--- src/rtl/float_pkg.sv ---
// Shared types and constants for the pipelined floating-point multiplier.
// The helper functions size NaN and bias from the field widths.
package float_pkg;

    typedef enum logic [2:0] {
        Zero,
        Normal,
        Inf,
        Qnan,
        Snan
    } float_class_e;

    // Result category decided in S1 and carried down the pipe
    typedef enum logic [1:0] {
        KindNum,
        KindZero,
        KindInf,
        KindNan
    } res_kind_e;

    localparam int unsigned FlagInvalid   = 3;
    localparam int unsigned FlagOverflow  = 2;
    localparam int unsigned FlagUnderflow = 1;
    localparam int unsigned FlagInexact   = 0;

    localparam int unsigned MaxWordW = 128;

    function automatic int unsigned exp_bias(input int unsigned exp_w);
        return (32'd1 << (exp_w - 1)) - 32'd1;
    endfunction

    // Sign 0, exponent all ones, mantissa MSB set; caller truncates to word width
    function automatic logic [MaxWordW-1:0] qnan_word(input int unsigned exp_w,
                                                      input int unsigned man_w);
        logic [MaxWordW-1:0] w;
        w = ((MaxWordW'(1) << exp_w) - MaxWordW'(1)) << man_w;
        w = w | (MaxWordW'(1) << (man_w - 1));
        return w;
    endfunction

endpackage

--- src/rtl/float_classify.sv ---
// Decodes one operand into sign, exponent, significand with hidden bit, and class.
// Subnormals are reported as Zero (denormals-are-zero).
module float_classify
    import float_pkg::*;
#(
    parameter int unsigned EXP_W = 8,
    parameter int unsigned MAN_W = 23
) (
    input  logic [EXP_W+MAN_W:0] op_i,
    output logic                 sign_o,
    output logic [EXP_W-1:0]     exp_o,
    output logic [MAN_W:0]       sig_o,
    output float_class_e         cls_o
);

    logic [EXP_W-1:0] exp_f;
    logic [MAN_W-1:0] man_f;

    always_comb begin
        exp_f  = op_i[MAN_W +: EXP_W];
        man_f  = op_i[MAN_W-1:0];
        sign_o = op_i[EXP_W+MAN_W];
        exp_o  = exp_f;
        if (exp_f == '0) begin
            cls_o = Zero;
        end else if (&exp_f) begin
            if (man_f == '0) begin
                cls_o = Inf;
            end else if (man_f[MAN_W-1]) begin
                cls_o = Qnan;
            end else begin
                cls_o = Snan;
            end
        end else begin
            cls_o = Normal;
        end
        sig_o = (cls_o == Normal) ? {1'b1, man_f} : '0;
    end

endmodule

--- src/rtl/float_mul_pipe.sv ---
// Three-stage floating-point multiplier: S1 classify/multiply, S2 normalise,
// S3 round/pack. The whole pipe freezes while the output is stalled.
module float_mul_pipe
    import float_pkg::*;
#(
    parameter int unsigned EXP_W = 8,
    parameter int unsigned MAN_W = 23
) (
    input  logic                 clk,
    input  logic                 rst_n,
    input  logic                 in_valid,
    output logic                 in_ready,
    input  logic [EXP_W+MAN_W:0] a,
    input  logic [EXP_W+MAN_W:0] b,
    output logic                 out_valid,
    input  logic                 out_ready,
    output logic [EXP_W+MAN_W:0] result,
    output logic [3:0]           flags
);

    localparam int unsigned W  = 1 + EXP_W + MAN_W;
    localparam int unsigned SW = MAN_W + 1;
    localparam int unsigned PW = 2 * SW;
    localparam int unsigned EW = EXP_W + 2;

    localparam logic signed [EW-1:0] BiasE   = EW'(exp_bias(EXP_W));
    localparam logic signed [EW-1:0] MaxExpE = EW'((1 << EXP_W) - 1);
    localparam logic signed [EW-1:0] ZeroE   = '0;
    localparam logic [W-1:0]         QNanWord = W'(qnan_word(EXP_W, MAN_W));

    logic stall;
    logic advance;

    // S1 operand decode
    logic             sign_a, sign_b;
    logic [EXP_W-1:0] exp_a, exp_b;
    logic [SW-1:0]    sig_a, sig_b;
    float_class_e     cls_a, cls_b;

    float_classify #(
        .EXP_W(EXP_W),
        .MAN_W(MAN_W)
    ) u_cls_a (
        .op_i  (a),
        .sign_o(sign_a),
        .exp_o (exp_a),
        .sig_o (sig_a),
        .cls_o (cls_a)
    );

    float_classify #(
        .EXP_W(EXP_W),
        .MAN_W(MAN_W)
    ) u_cls_b (
        .op_i  (b),
        .sign_o(sign_b),
        .exp_o (exp_b),
        .sig_o (sig_b),
        .cls_o (cls_b)
    );

    logic                 s1_valid_q;
    logic                 s1_sign_d, s1_sign_q;
    logic signed [EW-1:0] s1_exp_d, s1_exp_q;
    logic [PW-1:0]        s1_prod_d, s1_prod_q;
    res_kind_e            s1_kind_d, s1_kind_q;
    logic                 s1_invalid_d, s1_invalid_q;

    logic                 s2_valid_q;
    logic                 s2_sign_q;
    logic signed [EW-1:0] s2_exp_d, s2_exp_q;
    logic [PW-2:0]        s2_man_d, s2_man_q;
    logic                 s2_sticky_d, s2_sticky_q;
    res_kind_e            s2_kind_q;
    logic                 s2_invalid_q;

    logic                 out_valid_q;
    logic [W-1:0]         result_d, result_q;
    logic [3:0]           flags_d, flags_q;

    assign stall    = out_valid_q & ~out_ready;
    assign advance  = ~stall;
    assign in_ready = advance;

    assign out_valid = out_valid_q;
    assign result    = result_q;
    assign flags     = flags_q;

    logic any_nan;
    logic inf_zero;

    always_comb begin
        s1_sign_d = sign_a ^ sign_b;
        s1_exp_d  = EW'(exp_a) + EW'(exp_b) - BiasE;
        s1_prod_d = PW'(sig_a) * PW'(sig_b);
        any_nan   = (cls_a == Qnan) || (cls_a == Snan) || (cls_b == Qnan) || (cls_b == Snan);
        inf_zero  = ((cls_a == Inf) && (cls_b == Zero)) || ((cls_a == Zero) && (cls_b == Inf));
        s1_invalid_d = (cls_a == Snan) || (cls_b == Snan) || inf_zero;
        if (any_nan || inf_zero) begin
            s1_kind_d = KindNan;
        end else if ((cls_a == Inf) || (cls_b == Inf)) begin
            s1_kind_d = KindInf;
        end else if ((cls_a == Zero) || (cls_b == Zero)) begin
            s1_kind_d = KindZero;
        end else begin
            s1_kind_d = KindNum;
        end
    end

    // Product lies in [1,4): at most one right shift puts the leading one at PW-2
    logic prod_top;

    always_comb begin
        prod_top    = s1_prod_q[PW-1];
        s2_man_d    = prod_top ? s1_prod_q[PW-1:1] : s1_prod_q[PW-2:0];
        s2_sticky_d = prod_top & s1_prod_q[0];
        s2_exp_d    = s1_exp_q + EW'(prod_top);
    end

    logic [SW-1:0]        kept;
    logic                 guard;
    logic                 sticky;
    logic                 round_up;
    logic [SW:0]          rounded;
    logic                 carry;
    logic [MAN_W-1:0]     frac;
    logic signed [EW-1:0] exp_r;
    logic                 inexact;

    always_comb begin
        kept     = s2_man_q[PW-2:MAN_W];
        guard    = s2_man_q[MAN_W-1];
        sticky   = (|s2_man_q[MAN_W-2:0]) | s2_sticky_q;
        round_up = guard & (sticky | kept[0]);
        rounded  = {1'b0, kept} + (SW+1)'(round_up);
        carry    = rounded[SW];
        frac     = carry ? rounded[MAN_W:1] : rounded[MAN_W-1:0];
        exp_r    = s2_exp_q + EW'(carry);
        inexact  = guard | sticky;

        result_d = '0;
        flags_d  = '0;
        case (s2_kind_q)
            KindNan: begin
                result_d             = QNanWord;
                flags_d[FlagInvalid] = s2_invalid_q;
            end
            KindInf: begin
                result_d = {s2_sign_q, {EXP_W{1'b1}}, {MAN_W{1'b0}}};
            end
            KindZero: begin
                result_d = {s2_sign_q, {(W-1){1'b0}}};
            end
            default: begin
                if (exp_r >= MaxExpE) begin
                    result_d              = {s2_sign_q, {EXP_W{1'b1}}, {MAN_W{1'b0}}};
                    flags_d[FlagOverflow] = 1'b1;
                    flags_d[FlagInexact]  = 1'b1;
                end else if (exp_r <= ZeroE) begin
                    // Flush to zero; a normal-times-normal product is never exactly zero
                    result_d               = {s2_sign_q, {(W-1){1'b0}}};
                    flags_d[FlagUnderflow] = 1'b1;
                    flags_d[FlagInexact]   = 1'b1;
                end else begin
                    result_d             = {s2_sign_q, exp_r[EXP_W-1:0], frac};
                    flags_d[FlagInexact] = inexact;
                end
            end
        endcase
    end

    always_ff @(posedge clk) begin
        if (!rst_n) begin
            s1_valid_q   <= 1'b0;
            s1_sign_q    <= 1'b0;
            s1_exp_q     <= '0;
            s1_prod_q    <= '0;
            s1_kind_q    <= KindZero;
            s1_invalid_q <= 1'b0;
            s2_valid_q   <= 1'b0;
            s2_sign_q    <= 1'b0;
            s2_exp_q     <= '0;
            s2_man_q     <= '0;
            s2_sticky_q  <= 1'b0;
            s2_kind_q    <= KindZero;
            s2_invalid_q <= 1'b0;
            out_valid_q  <= 1'b0;
            result_q     <= '0;
            flags_q      <= '0;
        end else if (advance) begin
            s1_valid_q   <= in_valid;
            s1_sign_q    <= s1_sign_d;
            s1_exp_q     <= s1_exp_d;
            s1_prod_q    <= s1_prod_d;
            s1_kind_q    <= s1_kind_d;
            s1_invalid_q <= s1_invalid_d;
            s2_valid_q   <= s1_valid_q;
            s2_sign_q    <= s1_sign_q;
            s2_exp_q     <= s2_exp_d;
            s2_man_q     <= s2_man_d;
            s2_sticky_q  <= s2_sticky_d;
            s2_kind_q    <= s1_kind_q;
            s2_invalid_q <= s1_invalid_q;
            out_valid_q  <= s2_valid_q;
            result_q     <= result_d;
            flags_q      <= flags_d;
        end
    end

endmodule

--- config.mk ---
export PLATFORM = sky130hd
export DESIGN_NAME = float_mul_pipe
export DESIGN_NICKNAME = d
export VERILOG_FILES = /design/src/rtl/float_pkg.sv /design/src/rtl/float_classify.sv /design/src/rtl/float_mul_pipe.sv
export SDC_FILE = /design/constraint.sdc
export NUM_CORES = 2
export LEC_CHECK = 0
export CAP_MARGIN = 10
export CORE_MARGIN = 2
export CORE_UTILIZATION = 35
export DETAILED_ROUTE_END_ITERATION = 10
export GPL_ROUTABILITY_DRIVEN = 0
export PLACE_DENSITY = 0.61
export SETUP_SLACK_MARGIN = 0.15
export SLEW_MARGIN = 5
export SYNTH_ARGS = -nofsm -noshare
export SYNTH_HDL_FRONTEND = slang
export SYNTH_HIERARCHICAL = 1
export SYNTH_SLANG_ARGS = --single-unit
--- constraint.sdc ---
create_clock -name clk -period 16.2 [get_ports clk]
set_clock_uncertainty 0.2 [all_clocks]
set_input_delay 1.62 -clock clk [delete_from_list [all_inputs] [get_ports clk]]
set_output_delay 1.62 -clock clk [all_outputs]
set_load 0.01 [all_outputs]
Word level (Yosys, flattened, before mapping)
Index checks and enable logic that the tools add are counted.

Flip-flop bits (word level): 163. Bits of input ports: 68. Output and inout bits: 38. Word-level logic and storage cells: 90.

Add/sub/neg operators: 5. Multipliers: 1. $lt $le $gt $ge: 2. Equality and inequality tests: 11. Muxes and demuxes: 25. Bitwise logic cells: 9. Reductions and logical operators: 21.

Operators with widths (count): 32-bit one-hot mux with 3 select lines (1); 31-bit two-way mux (2); 24-bit by 24-bit multiplier with 48-bit output (1); 24-bit two-way mux (2); 47-bit two-way mux (1); 23-bit zero test (2); 3-bit two-way mux (9); 24-bit by 1-bit adder with 25-bit output (1); 23-bit two-way mux (1); 22-bit OR reduction (1); 10-bit by 1-bit adder with 10-bit output (2); 8-bit zero test (2); 8-bit AND reduction (2); 3-bit by 2-bit == test with 1-bit output, second input constant (4); 10-bit by 9-bit >= comparator with 1-bit output, second input constant (1); 10-bit by 1-bit <= comparator with 1-bit output, second input constant (1); 9-bit by 7-bit subtractor with 10-bit output, second input constant (1); 8-bit by 8-bit adder with 9-bit output (1); 1-bit logical OR (9); 1-bit two-way mux (7); 3-bit by 1-bit == test with 1-bit output, second input constant (2); 3-bit == test, second input constant (2); 3-bit zero test (2); 2-bit == test, second input constant (2); other kinds (8) (15).

Depth between registers and ports, before layout
Depth after elaboration: 10. Depth in mapped cells: 32. Gate-level depth less buffers: 28.

By module
The synthesis kept the hierarchy.

By module, submodules not included: float_mul_pipe (instances 1, cells each 3062, area an instance 26454.1 um2, sequential area each 3263.1 um2); float_classify (instances 2, cells each 57, area an instance 421.7 um2, sequential area each 0.0 um2).

Least setup slack after synthesis
No wires, ideal clock.

Kind: input -> register. Start: input a[23]. End: register s1_prod_q[44]. Library setup time: 0.137 ns. Data arrival time: 8.898 ns. Required time: 15.863 ns. Path slack: 6.965 ns. Cell stages on the path: 31. Path buffers: 4. Cell sequence: and4_2 > and2_1 > buf_2 > buf_2 > nor3b_1 > clkbuf_1 > nand2_1 > fa_1 > inv_1 > fa_1 > inv_1 > fa_1 > inv_1 > fa_1 > inv_1 > fa_1 > inv_1 > fa_1 > inv_1 > fa_1 > inv_1 > ha_1 > buf_2 > nand4_1 > or2_2 > a211o_1 > a2111o_1 > nand4_1 > a41oi_1 > o2111ai_1 > o221ai_1.

Cells in the longest elaborated chain, start to end: 6. Elaborated cells on any way between the ends: 7. Classes of those cells: mul: 1; eq/ne: 1; mux: 3; reduce/logical: 2.

Ends and longest elaborated chain: from (decl) (line float_mul_pipe.sv:13) `input logic [EXP_W+MAN_W:0] a,`; 8-bit AND reduction (line float_classify.sv:26) `end else if (&exp_f) begin`; 3-bit two-way mux (line float_classify.sv:26); 3-bit two-way mux * (line float_classify.sv:24) `if (exp_f == '0) begin`; 3-bit by 1-bit == test with 1-bit output * (line float_classify.sv:37) `sig_o = (cls_o == Normal) ? {1'b1, man_f} : '0;`; 24-bit two-way mux * (line float_classify.sv:37); via sig_a[13] (line float_mul_pipe.sv:37) `logic [SW-1:0] sig_a, sig_b;`; 24-bit by 24-bit multiplier with 48-bit output * (line float_mul_pipe.sv:95) `s1_prod_d = PW'(sig_a) * PW'(sig_b);`; to (signal assigned) (line float_mul_pipe.sv:194) `s1_prod_q <= s1_prod_d;`; to (decl) (line float_mul_pipe.sv:65) `logic [PW-1:0] s1_prod_d, s1_prod_q;`.

Mark *: on every way through the listed nets, which the timed path passes. The rest lies on a longest branch. A chain may end at the register's enable or synchronous reset.

Worst setup path in the final report
Start: input a[30]. End: register s1_prod_q[42].

Same word-level chain as after synthesis.

==> out/results.ini <==
[outcome]
status=finished clean

[worst_setup_path]
worst-path-buf-inv=8
cp-start-kind=primary input
cp-startpoint=a[30]
crit_path_end_kind=flip-flop
cp_max_fo=25
cpMostUsedCell=fa_1
worst_ep_required_time_ps=16270
r2r-start=s2_man_q[13]$_SDFFE_PN0N_
worstPathArrival_ps=10630
slowest_delay_ps=860
cp_top_family=adder cells
path_class=in2reg
crit_slowest_cell=nor2_4

[routing]
vias_per_cell=4.948
wl_mm=73.68
drtIter0Drc=1434
wl_per_cell_um=17.49
via_count=20840
ant_nets=0
drcViolationCount=0
firstDrtPassIters=5

[hold_path]
worstHoldStart=result[14]$_SDFFE_PN0N_
min_path_type=reg2reg

[floorplanning]
row_count=102
die-area_sq_mm=0.08024
ios=106
core_sq_mm=0.07734
start_util_pct=35.30
die_x_um=283.3
die_y_um=283.3

[synth]
synth_async_sr_flop_share_pct=0
yosys.area.top_type=fa_1
netlist_instances=3176
synth_cell_types=78
yosysTopAreaCellShare_pct=35.42
syn_area_sq_mm=0.02730
ys_warn_count=6
ys.flop_type=dfxtp_1
synth_edf_count=0
syn_nets=3922
yosys_register_bits=163
postSynthAreaPerCell_sq_um=8.595
synth-seq-area-share_pct=11.95
synthTopCellsByArea=fa_1 35%, dfxtp_1 12%, ha_1 8.9%

[placed_design]
port_buffers=105
dp_hpwl_mm=56.55
dpl-instance-area_sq_mm=0.02944
dp_cells=4179

[timing]
hold_violations=0
worstMarginPinSlew_ps=1192
fmax_mhz=94.74
slew-limit-headroom_pct=20.45
setup_tns_ps=0
rsz0062_at_grt=no
fin_crit_ps=10560
fin_crit_sh_pct=65.16
maxSlewViolCount=0
setup_viol=0

[global_routing]
grt_first_pass_wirelength_mm=119.1
grt_usage_pct=18.52
grt_max_degree=89
overflow=0
antenna_found_initial=1
grt_pass1_vias=21210

[clocking]
clock_latency_ps=420
cts.repair.resized=0
cts_setup_buffers=0
numCtsBuffers=17
clock_path_buffers=2
cts_tree=built
path_clk_slew_ps=70
cts_root_buf=clkbuf_16
h-tree-depth=4
cts_sinks=163
hold_buffers=0

[final_layout]
post_route_cells_drive_above_1_share_pct=5.740
nets=3904
post-route-cell-area_sq_mm=0.03004
instances_no_fill=4213
utilization_pct=38.84
fillers=7889
area_growth_pct=10.05

[flow_run]
maxCapViolCount=0

==> worst min-delay path, stage by stage, from the launching register on <==
cell,delay [ps]
dfxtp_1,320
nand2_1,40
o21ai_0,50
==> path summary, 6_finish.rpt <==
check / slack [ps] / to / cells past startpoint
setup / recovery: 5640 / s1_prod_q[42]$_SDFFE_PN0N_ / 28
hold / removal: 250 / result[14]$_SDFFE_PN0N_ / 2
setup reg to reg: 11200 / result[3]$_SDFFE_PN0N_ / 20
hold reg to reg: 250 / result[14]$_SDFFE_PN0N_ / 2
==> routing by layer <==
layer / vias up / GRT usage, % / wire [um]
met5: - / 0 / 0
met4: 0 / 2.791 / 646
met3: 46 / 4.122 / 6307
met2: 695 / 27.22 / 30630
met1: 10330 / 28.12 / 36090
li1: 9770 / - / -
==> cells by family (layout without fill, tap and decap cells) <==
kind of cell / count (synthesis) / count (layout) / synth area share (%)
AOI/OAI and AO/OA: 348 / 348 / 8.333
adders and majority gates: 678 / 678 / 44.36
and+or+nand+nor: 1085 / 1085 / 19.92
xor gates and xnor gates: 74 / 74 / 2.374
buffers and inverters: 777 / 772 / 11.19
DFF: 163 / 163 / 11.95
other: 0 / 2 / 0
muxes: 51 / 51 / 1.870
==> cell usage after synthesis (all sizes together) (9+ instances only) <==
cell type and number:
dfxtp 163, a21o 30, and2 305, nor2 130, nor4 17, nor2b 10, inv 578, buf 43
nor3 21, ha 195, xnor2 33, clkbuf 155, nand4 18, nand3 39, o21ai 72, nand2 449
nor3b 47, o21bai 9, a21oi 110, and3 16, fa 483, mux2i 51, xor2 41, a211oi 64
==> layout make-up <==
class                      instances  area (sq um)  area share (%)
antenna                            2         5.005         0.01666
clock buffer                      20         456.7           1.520
clock inverter                    12         122.6          0.4082
inverter                         579          2180           7.255
multi-input combinational       2236         21240           70.70
sequential                       163          3264           10.87
tap                             1040          1301           4.332
timing repair buffer             161          1471           4.898
==> flip-flops by register name (all words and copies together) (netlist names) <==
name	flops
s2_invalid_q	1
s2_sticky_q	1
s2_kind_q	2
s2_valid_q	1
s2_man_q	47
out_valid	1
s2_exp_q	10
result	32
s1_exp_q	10
flags	4
s1_invalid_q	1
s1_valid_q	1
s2_sign_q	1
s1_prod_q	48
s1_kind_q	2
s1_sign_q	1
==> cell usage in the layout (no fill, tap or decap), types with 41 or more instances in the layout <==
cell,instances
ha_1,195
and2_1,302
mux2i_1,51
nand2_1,449
nor2_1,125
nor3b_2,42
o21ai_0,59
dfxtp_1,162
a21oi_1,109
a211oi_1,64
fa_1,483
clkdlybuf4s50_1,105
inv_1,577
buf_4,56
xor2_1,41
==> metrics by stage <==
stage	setup WS [ps]	hold slack (ps)
finish	5644	249.7
detailed placement	5328	245.0
floorplan	6965	231.5
global placement	5377	233.1
CTS	5725	255.9
global route	5337	274.5
Power is not shown: default switching activity piles up to over one toggle a cycle in this logic, so the estimate is an artifact.
